**src/rtl/wb_arbiter_pkg.sv**
```systemverilog
// Shared types for the register-file writeback arbiter.
//   raddr_t          5-bit architectural register index
//   wb_gnt_t         writeback grant: none / EXEC / load response
//   WB_LD_DEPTH_DEF  default depth of the outstanding-load tag queue
package wb_arbiter_pkg;
  typedef logic [4:0] raddr_t;
  typedef enum logic [1:0] {WB_GNT_NONE, WB_GNT_EX, WB_GNT_LD} wb_gnt_t;
  localparam int WB_LD_DEPTH_DEF = 4;
endpackage

```
**src/rtl/wb_arbiter_if.sv**
```systemverilog
// Writeback bus bundle between EXEC/LSU, the arbiter and the register file.
//   slave  : the arbiter's view (takes requests, drives grants/RF write/scoreboard)
//   master : the environment's view (EXEC, LSU, DEC/RF)
interface wb_arbiter_if;
  import wb_arbiter_pkg::*;
  logic        ex_valid_i;
  raddr_t      ex_rd_addr_i;
  logic [31:0] ex_rd_data_i;
  logic        ex_ready_o;
  logic        ld_issue_i;
  raddr_t      ld_issue_rd_i;
  logic        ld_full_o;
  logic        ld_rsp_valid_i;
  logic [31:0] ld_rsp_data_i;
  logic        ld_rsp_ready_o;
  logic        rf_we_o;
  raddr_t      rf_addr_o;
  logic [31:0] rf_data_o;
  logic [31:0] sb_pending_o;

  modport slave (
    input  ex_valid_i, ex_rd_addr_i, ex_rd_data_i, ld_issue_i, ld_issue_rd_i,
           ld_rsp_valid_i, ld_rsp_data_i,
    output ex_ready_o, ld_full_o, ld_rsp_ready_o, rf_we_o, rf_addr_o, rf_data_o,
           sb_pending_o
  );

  modport master (
    output ex_valid_i, ex_rd_addr_i, ex_rd_data_i, ld_issue_i, ld_issue_rd_i,
           ld_rsp_valid_i, ld_rsp_data_i,
    input  ex_ready_o, ld_full_o, ld_rsp_ready_o, rf_we_o, rf_addr_o, rf_data_o,
           sb_pending_o
  );
endinterface

```
**src/rtl/wb_ld_tag_fifo.sv**
```systemverilog
// In-order queue of destination-register tags for outstanding loads.
//   clk, rst   clock, synchronous active-high reset
//   push/tag   enqueue a tag (ignored when full unless popping the same cycle)
//   pop        dequeue the head tag
//   head_tag   tag at the read pointer
//   full/empty occupancy flags (from the registered count)
//   ent_vld    per-slot valid bits; tags = raw slot storage (scoreboard source)
module wb_ld_tag_fifo
  import wb_arbiter_pkg::*;
#(
  parameter int DEPTH = WB_LD_DEPTH_DEF
) (
  input  logic                   clk,
  input  logic                   rst,
  input  logic                   push,
  input  raddr_t                 push_tag,
  input  logic                   pop,
  output raddr_t                 head_tag,
  output logic                   full,
  output logic                   empty,
  output logic [DEPTH-1:0]       ent_vld,
  output raddr_t [DEPTH-1:0]     tags
);
  localparam int PW = $clog2(DEPTH);
  localparam int CW = PW + 1;

  raddr_t [DEPTH-1:0] mem;
  logic [PW-1:0]      rptr, wptr;
  logic [CW-1:0]      cnt;
  logic [DEPTH-1:0]   vld_n;
  logic               push_ok, pop_ok;

  assign full     = (cnt == CW'(DEPTH));
  assign empty    = (cnt == '0);
  // Full + pop frees the head slot this same edge, so the push may land.
  assign push_ok  = push && (!full || pop);
  assign pop_ok   = pop && !empty;
  assign head_tag = mem[rptr];
  assign tags     = mem;

  // When full, wptr == rptr: the clear from the pop must lose to the set
  // from the push, hence set applied last.
  always_comb begin
    vld_n = ent_vld;
    if (pop_ok)  vld_n[rptr] = 1'b0;
    if (push_ok) vld_n[wptr] = 1'b1;
  end

  always_ff @(posedge clk) begin
    if (rst) begin
      rptr    <= '0;
      wptr    <= '0;
      cnt     <= '0;
      ent_vld <= '0;
    end else begin
      ent_vld <= vld_n;
      if (push_ok) wptr <= wptr + 1'b1;
      if (pop_ok)  rptr <= rptr + 1'b1;
      case ({push_ok, pop_ok})
        2'b10:   cnt <= cnt + 1'b1;
        2'b01:   cnt <= cnt - 1'b1;
        default: cnt <= cnt;
      endcase
    end
  end

  // Tag storage needs no reset: slots are qualified by ent_vld.
  always_ff @(posedge clk) begin
    if (push_ok) mem[wptr] <= push_tag;
  end

  a_no_push_full: assert property (@(posedge clk) disable iff (rst)
    !(push && full && !pop))
    else $error("load issued while tag queue full");
endmodule

```
**src/rtl/wb_arbiter.sv**
```systemverilog
// Register-file write-port arbiter between EXEC writeback and LSU load
// responses, with an in-order tag queue and a pending-load scoreboard.
//   clk, rst      clock, synchronous active-high reset
//   bus (slave)   EXEC request, LSU issue/response, RF write port, scoreboard
// Optional: define WB_STARVE_GUARD_EN to let EXEC win after MAX_LD_STREAK
// consecutive load grants made while it was waiting.
module wb_arbiter
  import wb_arbiter_pkg::*;
#(
  parameter int LD_DEPTH      = WB_LD_DEPTH_DEF,
  parameter int MAX_LD_STREAK = 3
) (
  input  logic         clk,
  input  logic         rst,
  wb_arbiter_if.slave  bus
);
  if (LD_DEPTH < 2 || (LD_DEPTH & (LD_DEPTH - 1)) != 0 || MAX_LD_STREAK < 1) begin : g_bad_cfg
    $error("wb_arbiter: LD_DEPTH must be a power of two >= 2, MAX_LD_STREAK >= 1");
  end

  raddr_t                head_tag;
  logic                  q_full, q_empty;
  logic [LD_DEPTH-1:0]   ent_vld;
  raddr_t [LD_DEPTH-1:0] tags;
  wb_gnt_t               gnt;
  logic                  ld_can, force_ex;
  logic [31:0]           sb;
  raddr_t                addr;
  logic [31:0]           data;

  wb_ld_tag_fifo #(.DEPTH(LD_DEPTH)) u_fifo (
    .clk      (clk),
    .rst      (rst),
    .push     (bus.ld_issue_i),
    .push_tag (bus.ld_issue_rd_i),
    .pop      (gnt == WB_GNT_LD),
    .head_tag (head_tag),
    .full     (q_full),
    .empty    (q_empty),
    .ent_vld  (ent_vld),
    .tags     (tags)
  );

  assign ld_can = bus.ld_rsp_valid_i && !q_empty;

`ifdef WB_STARVE_GUARD_EN
  localparam int SW = $clog2(MAX_LD_STREAK + 1);
  logic [SW-1:0] streak;

  assign force_ex = bus.ex_valid_i && (streak == SW'(MAX_LD_STREAK));

  always_ff @(posedge clk) begin
    if (rst)                                    streak <= '0;
    else if (!bus.ex_valid_i || gnt == WB_GNT_EX) streak <= '0;
    else if (gnt == WB_GNT_LD)                  streak <= streak + 1'b1;
  end
`else
  assign force_ex = 1'b0;
`endif

  always_comb begin
    gnt = WB_GNT_NONE;
    if (!rst) begin
      if (ld_can && !force_ex)  gnt = WB_GNT_LD;
      else if (bus.ex_valid_i)  gnt = WB_GNT_EX;
    end
  end

  always_comb begin
    addr = '0;
    data = '0;
    case (gnt)
      WB_GNT_LD: begin addr = head_tag;         data = bus.ld_rsp_data_i; end
      WB_GNT_EX: begin addr = bus.ex_rd_addr_i; data = bus.ex_rd_data_i;  end
      default: ;
    endcase
  end

  // x0 writes still handshake but never reach the register file.
  assign bus.rf_we_o        = (gnt != WB_GNT_NONE) && (addr != '0);
  assign bus.rf_addr_o      = addr;
  assign bus.rf_data_o      = data;
  assign bus.ex_ready_o     = (gnt == WB_GNT_EX);
  assign bus.ld_rsp_ready_o = (gnt == WB_GNT_LD);
  assign bus.ld_full_o      = q_full;

  // Built only from registered queue state: no path from ld_* inputs.
  always_comb begin
    sb = '0;
    for (int i = 0; i < LD_DEPTH; i++)
      if (ent_vld[i]) sb[tags[i]] = 1'b1;
    sb[0] = 1'b0;
  end
  assign bus.sb_pending_o = sb;

  a_no_raw_waw: assert property (@(posedge clk) disable iff (rst)
    !(gnt == WB_GNT_EX && sb[bus.ex_rd_addr_i]))
    else $error("EXEC write to register with a load in flight");
endmodule

```
**src/flat_wrapper.sv**
```systemverilog
// flat-port wrapper written by rule: the top's interface ports become plain ports
module wb_arbiter_flat import wb_arbiter_pkg::*;
#(
  parameter int LD_DEPTH      = WB_LD_DEPTH_DEF,
  parameter int MAX_LD_STREAK = 3
)
  (clk, rst, bus_ex_valid_i, bus_ex_rd_addr_i, bus_ex_rd_data_i, bus_ld_issue_i, bus_ld_issue_rd_i, bus_ld_rsp_valid_i, bus_ld_rsp_data_i, bus_ex_ready_o, bus_ld_full_o, bus_ld_rsp_ready_o, bus_rf_we_o, bus_rf_addr_o, bus_rf_data_o, bus_sb_pending_o);
  wb_arbiter_if bus_i ();
  input  logic clk;
  input  logic rst;
  input wire logic [$bits(bus_i.ex_valid_i)-1:0] bus_ex_valid_i;
  input wire logic [$bits(bus_i.ex_rd_addr_i)-1:0] bus_ex_rd_addr_i;
  input wire logic [$bits(bus_i.ex_rd_data_i)-1:0] bus_ex_rd_data_i;
  input wire logic [$bits(bus_i.ld_issue_i)-1:0] bus_ld_issue_i;
  input wire logic [$bits(bus_i.ld_issue_rd_i)-1:0] bus_ld_issue_rd_i;
  input wire logic [$bits(bus_i.ld_rsp_valid_i)-1:0] bus_ld_rsp_valid_i;
  input wire logic [$bits(bus_i.ld_rsp_data_i)-1:0] bus_ld_rsp_data_i;
  output wire logic [$bits(bus_i.ex_ready_o)-1:0] bus_ex_ready_o;
  output wire logic [$bits(bus_i.ld_full_o)-1:0] bus_ld_full_o;
  output wire logic [$bits(bus_i.ld_rsp_ready_o)-1:0] bus_ld_rsp_ready_o;
  output wire logic [$bits(bus_i.rf_we_o)-1:0] bus_rf_we_o;
  output wire logic [$bits(bus_i.rf_addr_o)-1:0] bus_rf_addr_o;
  output wire logic [$bits(bus_i.rf_data_o)-1:0] bus_rf_data_o;
  output wire logic [$bits(bus_i.sb_pending_o)-1:0] bus_sb_pending_o;
  assign bus_i.ex_valid_i = bus_ex_valid_i;
  assign bus_i.ex_rd_addr_i = bus_ex_rd_addr_i;
  assign bus_i.ex_rd_data_i = bus_ex_rd_data_i;
  assign bus_i.ld_issue_i = bus_ld_issue_i;
  assign bus_i.ld_issue_rd_i = bus_ld_issue_rd_i;
  assign bus_i.ld_rsp_valid_i = bus_ld_rsp_valid_i;
  assign bus_i.ld_rsp_data_i = bus_ld_rsp_data_i;
  assign bus_ex_ready_o = bus_i.ex_ready_o;
  assign bus_ld_full_o = bus_i.ld_full_o;
  assign bus_ld_rsp_ready_o = bus_i.ld_rsp_ready_o;
  assign bus_rf_we_o = bus_i.rf_we_o;
  assign bus_rf_addr_o = bus_i.rf_addr_o;
  assign bus_rf_data_o = bus_i.rf_data_o;
  assign bus_sb_pending_o = bus_i.sb_pending_o;
  wb_arbiter #(.LD_DEPTH(LD_DEPTH), .MAX_LD_STREAK(MAX_LD_STREAK)) u_core (.clk(clk), .rst(rst), .bus(bus_i));
endmodule
```
**config.mk**
```make
export PLATFORM = sky130hd
export DESIGN_NAME = wb_arbiter_flat
export DESIGN_NICKNAME = d
export VERILOG_FILES = /design/src/rtl/wb_arbiter_pkg.sv /design/src/rtl/wb_arbiter_if.sv /design/src/rtl/wb_ld_tag_fifo.sv /design/src/rtl/wb_arbiter.sv /design/src/flat_wrapper.sv
export SDC_FILE = /design/constraint.sdc
export NUM_CORES = 1
export LEC_CHECK = 0
export CORE_MARGIN = 2
export CORE_UTILIZATION = 41
export CTS_CLUSTER_DIAMETER = 150
export DETAILED_ROUTE_END_ITERATION = 8
export HOLD_SLACK_MARGIN = 0.08
export PLACE_DENSITY_LB_ADDON = 0.12
export SLEW_MARGIN = 20
export SYNTH_ARGS = -nofsm -noshare
export SYNTH_HDL_FRONTEND = slang
export SYNTH_SLANG_ARGS = --single-unit
```
**constraint.sdc**
```tcl
create_clock -name clk -period 3.4 [get_ports clk]
set_clock_uncertainty 0.2 [all_clocks]
set_input_delay 0.34 -clock clk [delete_from_list [all_inputs] [get_ports clk]]
set_output_delay 0.34 -clock clk [all_outputs]
set_load 0.005 [all_outputs]
```
==> run summary, run 1 <==
Together, buffers and inverters on the worst path number 2. Global routing finished with a remaining overflow of 0. In this run the core area contains 31 standard-cell rows. The share of the Yosys chip area taken by registers is 27.17%. Counting every net in the synthesized netlist gives 462. The synthesized netlist devotes 1.160% of its cell area to XOR and XNOR gates. The compound-gate portion of the synthesized area was 27.92%; the multi-input logic area was 2044 um2.

Data on the critical path arrives at its endpoint at 2.78 ns. Part of the cycle the worst path needs: 97.76%. The most common library cell in the layout ignoring fill and taps was clkdlybuf4s50_1.

The final setup violation count was 0. In this run the vertical extent of the chip is 89.83 um. Summed over all nets, the switching power comes to 333.5 uW.

Along the worst path, the maximum fanout reaches 4. Walking the worst path, the cells encountered are o31ai_4 > buf_4 > or2_4 > ha_4 > nand3b_1 > o22ai_1 > a31o_1 > or3b_1 > o41a_1 > dlygate4sd2_1. Simple-gate portion of the synthesized area: 27.71%. By area, the combinational part of the netlist is dominated by compound AO/OA/AOI/OAI gates.

In this run switching power makes up 27.49% of total power. Once the floorplan was initialized, standard cells occupied 42.09% of the core. The instance count after placement with tap cells included was 611; the final cell count without fillers was 621. The gate count after technology mapping was 370. Setup repair after global routing left no endpoint under its margin. The top cell types in the final layout, fill and taps aside, are clkdlybuf4s50_1 (148), a22oi_1 (41), nor2_1 (37), nor2b_1 (33), buf_4 (21). The HPWL after detailed placement was 8820 um. The analysis attributes to cell leakage a power of 0.001654 uW. The Yosys step of the flow raised 0 warnings.

Synthesis inferred 31 register bits. Synthesis-to-layout area growth: 60.89%. For the H-tree depth reported by CTS, the log shows 2. Combinational share of power: 33.9%.

The worst setup path is of the reg -> out kind. The required time of the worst setup path is 2.86 ns, and the worst vdd rail ir drop is 0.0003590 V. Fraction of synthesis flops using an asynchronous set or reset pin: 0%.

The run finished with clean final reports. The number of global-route vias before repair was 3622; the detail-routed via count per cell was 5.979. In the final design database the tool counted 613 nets. Multiplexer cells account for 3.853% of the synthesized area.

Dividing the detail-routed wire length by the instance count gives 19.47 um. The worst path meets setup with 0.07632 ns of slack. The post-placement worst setup slack is -0.2513 ns, and the number of I/O pins is 152. For the clock latency at the later pin of the worst-skew pair, the log shows 0.27 ns.

The delay of the slowest cell on the worst path was 0.39 ns; the number of endpoints with negative hold slack in the final report was 0. The cell family contributing the most delay on the critical path is simple AND/OR/NAND/NOR gates. The number of antenna violations at the first check in global routing came out at 0. The run gives 7176 um2 as the core outline area.

CTS placed an instance of clkbuf_8 at the clock tree root. The detail route stage leaves a number of antenna-violating nets equal to 0. The first-pass iteration count of the detailed router came out at 5. Entering global routing, the biggest net connects 24 pins. Relative slew slack: 46.04%.

Per report_power, the clock group accounts for 27.9% of the total. TritonCTS built the clock tree. Sequential cells burn 38.2% of the power. The worst-margin pin slew is 0.8064 ns, and the iteration-0 DRC count of the detailed router is 405.

Cells with a size suffix above 1 make up 9.004% of the layout. The total number of vias is 3713, and the power density over cell area is 249.6 nW/um2. The layout has 574 filler cells. The first global-routing pass estimated 18550 um of wire. The die covers 8069 um2. Timing would allow up to 300.9 MHz. The tools report the all-layer global routing usage as 28.04%. The cell type of the slowest stage on the worst timing path was dfxtp_1. Subtracting the final worst setup slack from the clock period gives 3.324 ns. The top flip-flop cell by instance count after synthesis was edfxtp_1.

The type of the tightest min-delay check was reg -> reg. The die extent in x was 89.83 um. The mean cell area of the mapped netlist works out to 8.163 um2. After detailed routing, the number of remaining DRC violations is 0. Of the total synthesized cell area, the portion taken by full adders, half adders and majority gates is 5.634%. STA classifies the critical path endpoint as an output pin. The logs give 0 for the max-slew violation count and 3020 um2 for the synthesized cell area. The run gives 879.6 uW as the internal power. The number of antenna repair diodes was 0; the number of enable flip-flop cells after synthesis was 20. The run gives 12090 um as the final wirelength.

The worst setup path is launched from a flop. The number of max-cap violations was 0; the area taken by flip-flops and latches was 822.0 um2. TritonCTS created 5 clock buffers.

The maximum clock insertion buffer count is 2, and the clock transition at the registers of the reported paths is 0.06 ns. The number of I/O port buffers is 150, and the distinct cell type count after synthesis is 42. The weighted congestion reported at the end of routability-driven placement came out at 0.9156. Counting every sink on the clock net gives 31.
cell families (layout without fill, tap and decap cells):
family	Yosys count	after routing
adders and majority gates	13	13
AOI/OAI and AO/OA	114	114
DFF	31	31
and+or+nand+nor	149	149
xor gates and xnor gates	4	4
buffers and inverters	48	200
muxes	10	10
other	1	1
power groups by stage:
stage	Sequential, uW	Combinational (uW)	Clock [uW]
2_1_floorplan	448	190	0
4_1_cts	460	400	345
3_5_place_dp	467	393	0
5_1_grt	465	442	361
3_3_place_gp	465	385	0
6_report	463	411	339
cells in the mapped netlist (6+ instances only):
library cell,instances,area share [%]
ha_1,12,5.0
edfxtp_1,20,20
inv_1,18,2.2
o22ai_1,13,2.7
o221ai_1,15,4.3
nand2_1,19,2.4
dfxtp_1,11,7.3
mux2i_1,9,3.0
nor2_1,37,4.6
a221o_1,13,4.3
nor3b_1,9,2.2
clkbuf_1,23,2.9
or3b_2,6,1.7
a21oi_1,15,2.5
nor2b_1,33,6.8
nand3b_1,14,3.5
and3_1,6,1.2
nand3_1,6,0.99
a22oi_1,41,10
registers in the layout, summed over array words and instances, names as in the netlist:
| signal | flops |
|---|---|
| u_core.u_fifo.tags | 20 |
| u_core.u_fifo.ent_vld | 4 |
| u_core.u_fifo.cnt | 3 |
| u_core.u_fifo.rptr | 2 |
| u_core.u_fifo.wptr | 2 |
layout make-up:
type,instances,share of cell area [%]
multi-input combinational,291,42.07
timing repair buffer,174,34.86
sequential,31,16.92
tap,99,2.549
clock buffer,5,1.416
inverter,18,1.390
clock inverter,3,0.7981
worst register-to-register path: stages (launching register included):
cell     delay [ns]
dfxtp_1        0.39
o31ai_4        0.09
buf_4          0.13
or2_4          0.25
inv_1          0.07
ha_2           0.22
buf_6          0.21
inv_1          0.07
nor2_1         0.15
ha_1           0.21
inv_1          0.06
fa_1           0.38
xor2_1         0.17
or3_1          0.30
a21oi_1        0.14
final timing paths:
| path | endpoint | slack (ns) | from | cells after the start |
|---|---|---|---|---|
| setup / recovery | bus_rf_we_o | 0.08 | u_core.u_fifo.cnt[0] | 10 |
| hold / removal | u_core.u_fifo.wptr[1] | 0.37 | u_core.u_fifo.wptr[1] | 2 |
| setup reg to reg | u_core.u_fifo.cnt[2] | 0.29 | u_core.u_fifo.cnt[0] | 14 |
| hold reg to reg | u_core.u_fifo.wptr[1] | 0.37 | u_core.u_fifo.wptr[1] | 2 |
metrics by stage:
stage	total power [uW]	cell area [um2]	hold WS (ns)	util [%]	setup TNS, ns
after floorplan	638.1	3020	0.2091	-	0
after global placement	850.0	4684	0.3454	65.28	-0.1907
after detailed placement	859.5	4684	0.3783	65.28	-0.3118
after CTS	1205	4823	0.3841	67.22	0
after global routing	1268	4860	0.4219	67.72	0
final	1213	4860	0.3741	67.72	0
per-layer routing:
| layer | GRT usage (%) | share of wire (%) | vias to the layer above |
|---|---|---|---|
| li1 | - | - | 1695 |
| met1 | 35.80 | 40 | 1740 |
| met2 | 48.86 | 48 | 229 |
| met3 | 5.029 | 8.4 | 49 |
| met4 | 7.692 | 2.7 | 0 |
| met5 | 0 | 0 | - |
repair_timing:
action                     in CTS  in global routing
buffers inserted                1                  2
gates resized for setup         5                  9
pin swaps                       1                  1
gates cloned                    0                  0
setup endpoints to repair       1                  8
hold buffers                    0                  0
(Power assumes the default switching activity.)
==> run 2: changes to the inputs <==
- CORE_MARGIN: 2 -> default
- CORE_UTILIZATION: 41 -> 37
- SLEW_MARGIN: 20 -> 10
- clock period: 3.4 -> 2.8 ns (I/O delays scaled with it)
==> run summary, run 2 (synthesized netlist as in run 1, its figures left out) <==
The tools report the number of antenna violations at the first check in global routing as 0 (unchanged). The core outline area was 7807 um2 (was 7176 um2); the number of filler cells placed in the layout was 629 (was 574). The tools report the start point of the critical path as u_core.u_fifo.cnt[1] (was u_core.u_fifo.cnt[0]). The die height was 92.35 um (was 89.83 um); the required time of the worst setup path was 2.32 ns (was 2.86 ns). The data arrival time of the critical path came out at 2.71 ns (was 2.78 ns). Number of cell rows: 32 (was 31). For the number of buffers added by the clock tree synthesis step, the log shows 5 (unchanged).

All-layer global routing usage: 28.59% (was 28.04%). The logs give -0.17 ns (was 0.29 ns) for the register-to-register setup slack and 0.0003888 V (was 0.0003590 V) for the worst vdd rail ir drop. The final cell count without fillers came out at 659 (was 621). The tools report the HPWL after detailed placement as 8978 um (was 8820 um). The most common cell type on the critical path is nand3b_1.

For the minimum setup slack in the final design, the log shows -0.3929 ns (was 0.07632 ns). Most frequent cells in the layout: clkdlybuf4s50_1 (109), buf_4 (45), nor2_1 (35), nor2b_1 (33), a22oi_2 (23) (was clkdlybuf4s50_1 (148), a22oi_1 (41), nor2_1 (37), nor2b_1 (33), buf_4 (21)). The critical path capture point type is an output pin (unchanged).

The number of nets in the layout is 648 (was 613). The logs give 328 (was 405) for the iteration-0 DRC count of the detailed router and 0 (unchanged) for the number of max-cap violations. The run gives 38.69% (was 42.09%) as the effective utilization at floorplan. The tools report the worst setup path endpoint as bus_rf_we_o (unchanged).

The worst path buffer plus inverter count was 2 (unchanged). The logs give 8529 um2 (was 8069 um2) for the total die area and 68.91% (was 67.72%) for the utilization of the core after routing. The run gives 313.2 MHz as the timing-limited maximum frequency.

The clock transition at the registers of the reported paths came out at 0.06 ns (about the same). Setup repair after global routing could not meet its margin everywhere. The checks that failed: negative setup slack. Clock sink total: 31 (unchanged). The maximum fanout along the worst path was 5 (was 4). The final total power was 1537 uW (was 1213 uW). The tools report the wire length of the first global-routing pass as 18920 um (was 18550 um). The largest delay contributor family on the critical path was compound AO/OA/AOI/OAI gates (was simple AND/OR/NAND/NOR gates).

The tools report the H-tree depth reported by CTS as 2 (unchanged). The run finished, with violations left. The instance count after placement with tap cells included was 632 (was 611); the power density over cell area was 285.8 nW/um2 (was 249.6 nW/um2). The delay of the slowest cell on the worst path works out to 0.37 ns (was 0.39 ns). The number of global-route vias before repair was 3531 (was 3622). The run gives 12930 um (was 12090 um) as the final wirelength. The routed length per placed instance was 19.62 um (was 19.47 um); the weighted congestion reported at the end of routability-driven placement was 0.9452 (was 0.9156).

The start-to-end type of the worst setup path was reg -> out (unchanged). The maximum clock insertion buffer count is 2 (unchanged). The most common library cell in the layout ignoring fill and taps is clkdlybuf4s50_1 (unchanged). Startpoint type of the worst setup path: a flop (unchanged). The instance count on the critical path is 10 (unchanged).

The run gives 152 (unchanged) as the number of I/O pins. TritonCTS built the clock tree. The number of I/O port buffers works out to 150 (unchanged). The minimum clock period was 3.193 ns. Clock root buffer: clkbuf_8 (unchanged). The run gives 5 (unchanged) as the first-pass iteration count of the detailed router.

The end of the worst register-to-register path is u_core.u_fifo.cnt[2] (unchanged). The standby leakage power was 0.002000 uW (was 0.001654 uW). The detail-routed via count per cell is 5.832 (was 5.979), and the share of layout cells above drive strength 1 is 23.34% (was 9.004%). The launch point of the worst reg-to-reg path is u_core.u_fifo.cnt[1] (was u_core.u_fifo.cnt[0]). The cell type of the slowest stage on the worst timing path was or3b_1 (was dfxtp_1). Cell breakdown of the critical path: o31ai_4 > nand3b_1 > buf_6 > ha_4 > nand3b_1 > o22ai_1 > a31o_1 > or3b_1 > o41a_1 > buf_2 (was o31ai_4 > buf_4 > or2_4 > ha_4 > nand3b_1 > o22ai_1 > a31o_1 > or3b_1 > o41a_1 > dlygate4sd2_1).

The max-slew violation count came out at 0 (unchanged). Die extent in x: 92.35 um (was 89.83 um). Global route total overflow: 0 (unchanged).

The count of unresolved DRC violations after routing was 0 (unchanged). Type of the tightest min-delay check: in -> reg (was reg -> reg). The total number of vias is 3843 (was 3713), and the number of flip-flops under the largest register name is 20 (unchanged).

Count of hold-fix buffers inserted at cts: 0 (unchanged). The clock latency at the later pin of the worst-skew pair was 0.28 ns (was 0.27 ns). The final setup violation count is 6 (was 0), and the remaining antenna violation count is 0 (unchanged). The number of cell instances on the worst register-to-register path is 15 (was 14), and the part of the cycle the worst path needs is 114.0%. The run gives 0 (unchanged) as the number of endpoints with negative hold slack in the final report. The synthesis-to-layout area growth was 78.13% (was 60.89%). For the number of antenna repair diodes, the log shows 0 (unchanged). The largest net degree at the start of global routing is 18 (was 24). For the setup total negative slack, the log shows -0.8479 ns (was 0 ns).
## run 2: area by class of cell
type / count / area (um2) / area share [%]
Sequential cell: 31 / 824.5 / 15.33
Clock buffer: 5 / 68.82 / 1.279
Multi-Input combinational cell: 291 / 2218 / 41.23
Tap cell: 102 / 127.6 / 2.372
Timing Repair Buffer: 209 / 2051 / 38.12
Clock inverter: 3 / 20.02 / 0.3721
Inverter: 18 / 70.07 / 1.302
## run 2: routing by layer
| metal | share of wire (%) | GRT usage (%) | wire length (um) | vias to the layer above |
|---|---|---|---|---|
| met5 | 0 | 0 | 0 | - |
| met4 | 3.9 | 14.32 | 503 | 0 |
| met3 | 9.1 | 6.486 | 1173 | 43 |
| met2 | 49 | 47.96 | 6322 | 220 |
| met1 | 38 | 34.17 | 4929 | 1811 |
| li1 | - | - | - | 1769 |
## run 2: report_power, final
part / total (uW) / internal (uW) / switching, uW
logic: 640 / 377 / 264
registers: 554 / 517 / 36.8
clock network: 343 / 172 / 171
## run 2: worst min path at each step
stage,startpoint,end,cells after the start
2_1_floorplan,rst,u_core.u_fifo.cnt[2],1
3_3_place_gp,u_core.u_fifo.wptr[1],u_core.u_fifo.wptr[1],2
3_5_place_dp,u_core.u_fifo.wptr[1],u_core.u_fifo.wptr[1],2
4_1_cts,rst,u_core.u_fifo.cnt[2],3
5_1_grt,rst,u_core.u_fifo.cnt[1],3
6_report,rst,u_core.u_fifo.cnt[2],3
## run 2: worst register-to-register path, cell delays in order (launching register included)
cell	delay (ns)
dfxtp_2	0.34
o31ai_4	0.24
nand3b_1	0.16
buf_4	0.19
ha_4	0.17
buf_4	0.14
buf_12	0.14
inv_4	0.06
a21boi_2	0.05
inv_1	0.06
ha_2	0.17
inv_2	0.04
fa_2	0.35
xor2_1	0.15
or3_1	0.31
a21oi_1	0.14
## run 2: metrics by stage
step / worst slack (ns) / instance area, um2 / hold WS (ns)
after floorplan: 0.003571 / 3050 / 0.1491
after global placement: -0.6315 / 4841 / 0.3312
after detailed placement: -0.7047 / 4841 / 0.3521
after CTS: -0.2548 / 5226 / 0.3017
after global routing: -0.4529 / 5380 / 0.3235
final: -0.3929 / 5380 / 0.3140
## run 2: what timing repair did
item	CTS	global route
pin swaps	11	10
setup buffers	13	2
gates cloned	3	2
resized for setup	91	49
endpoints found under the setup margin	42	41
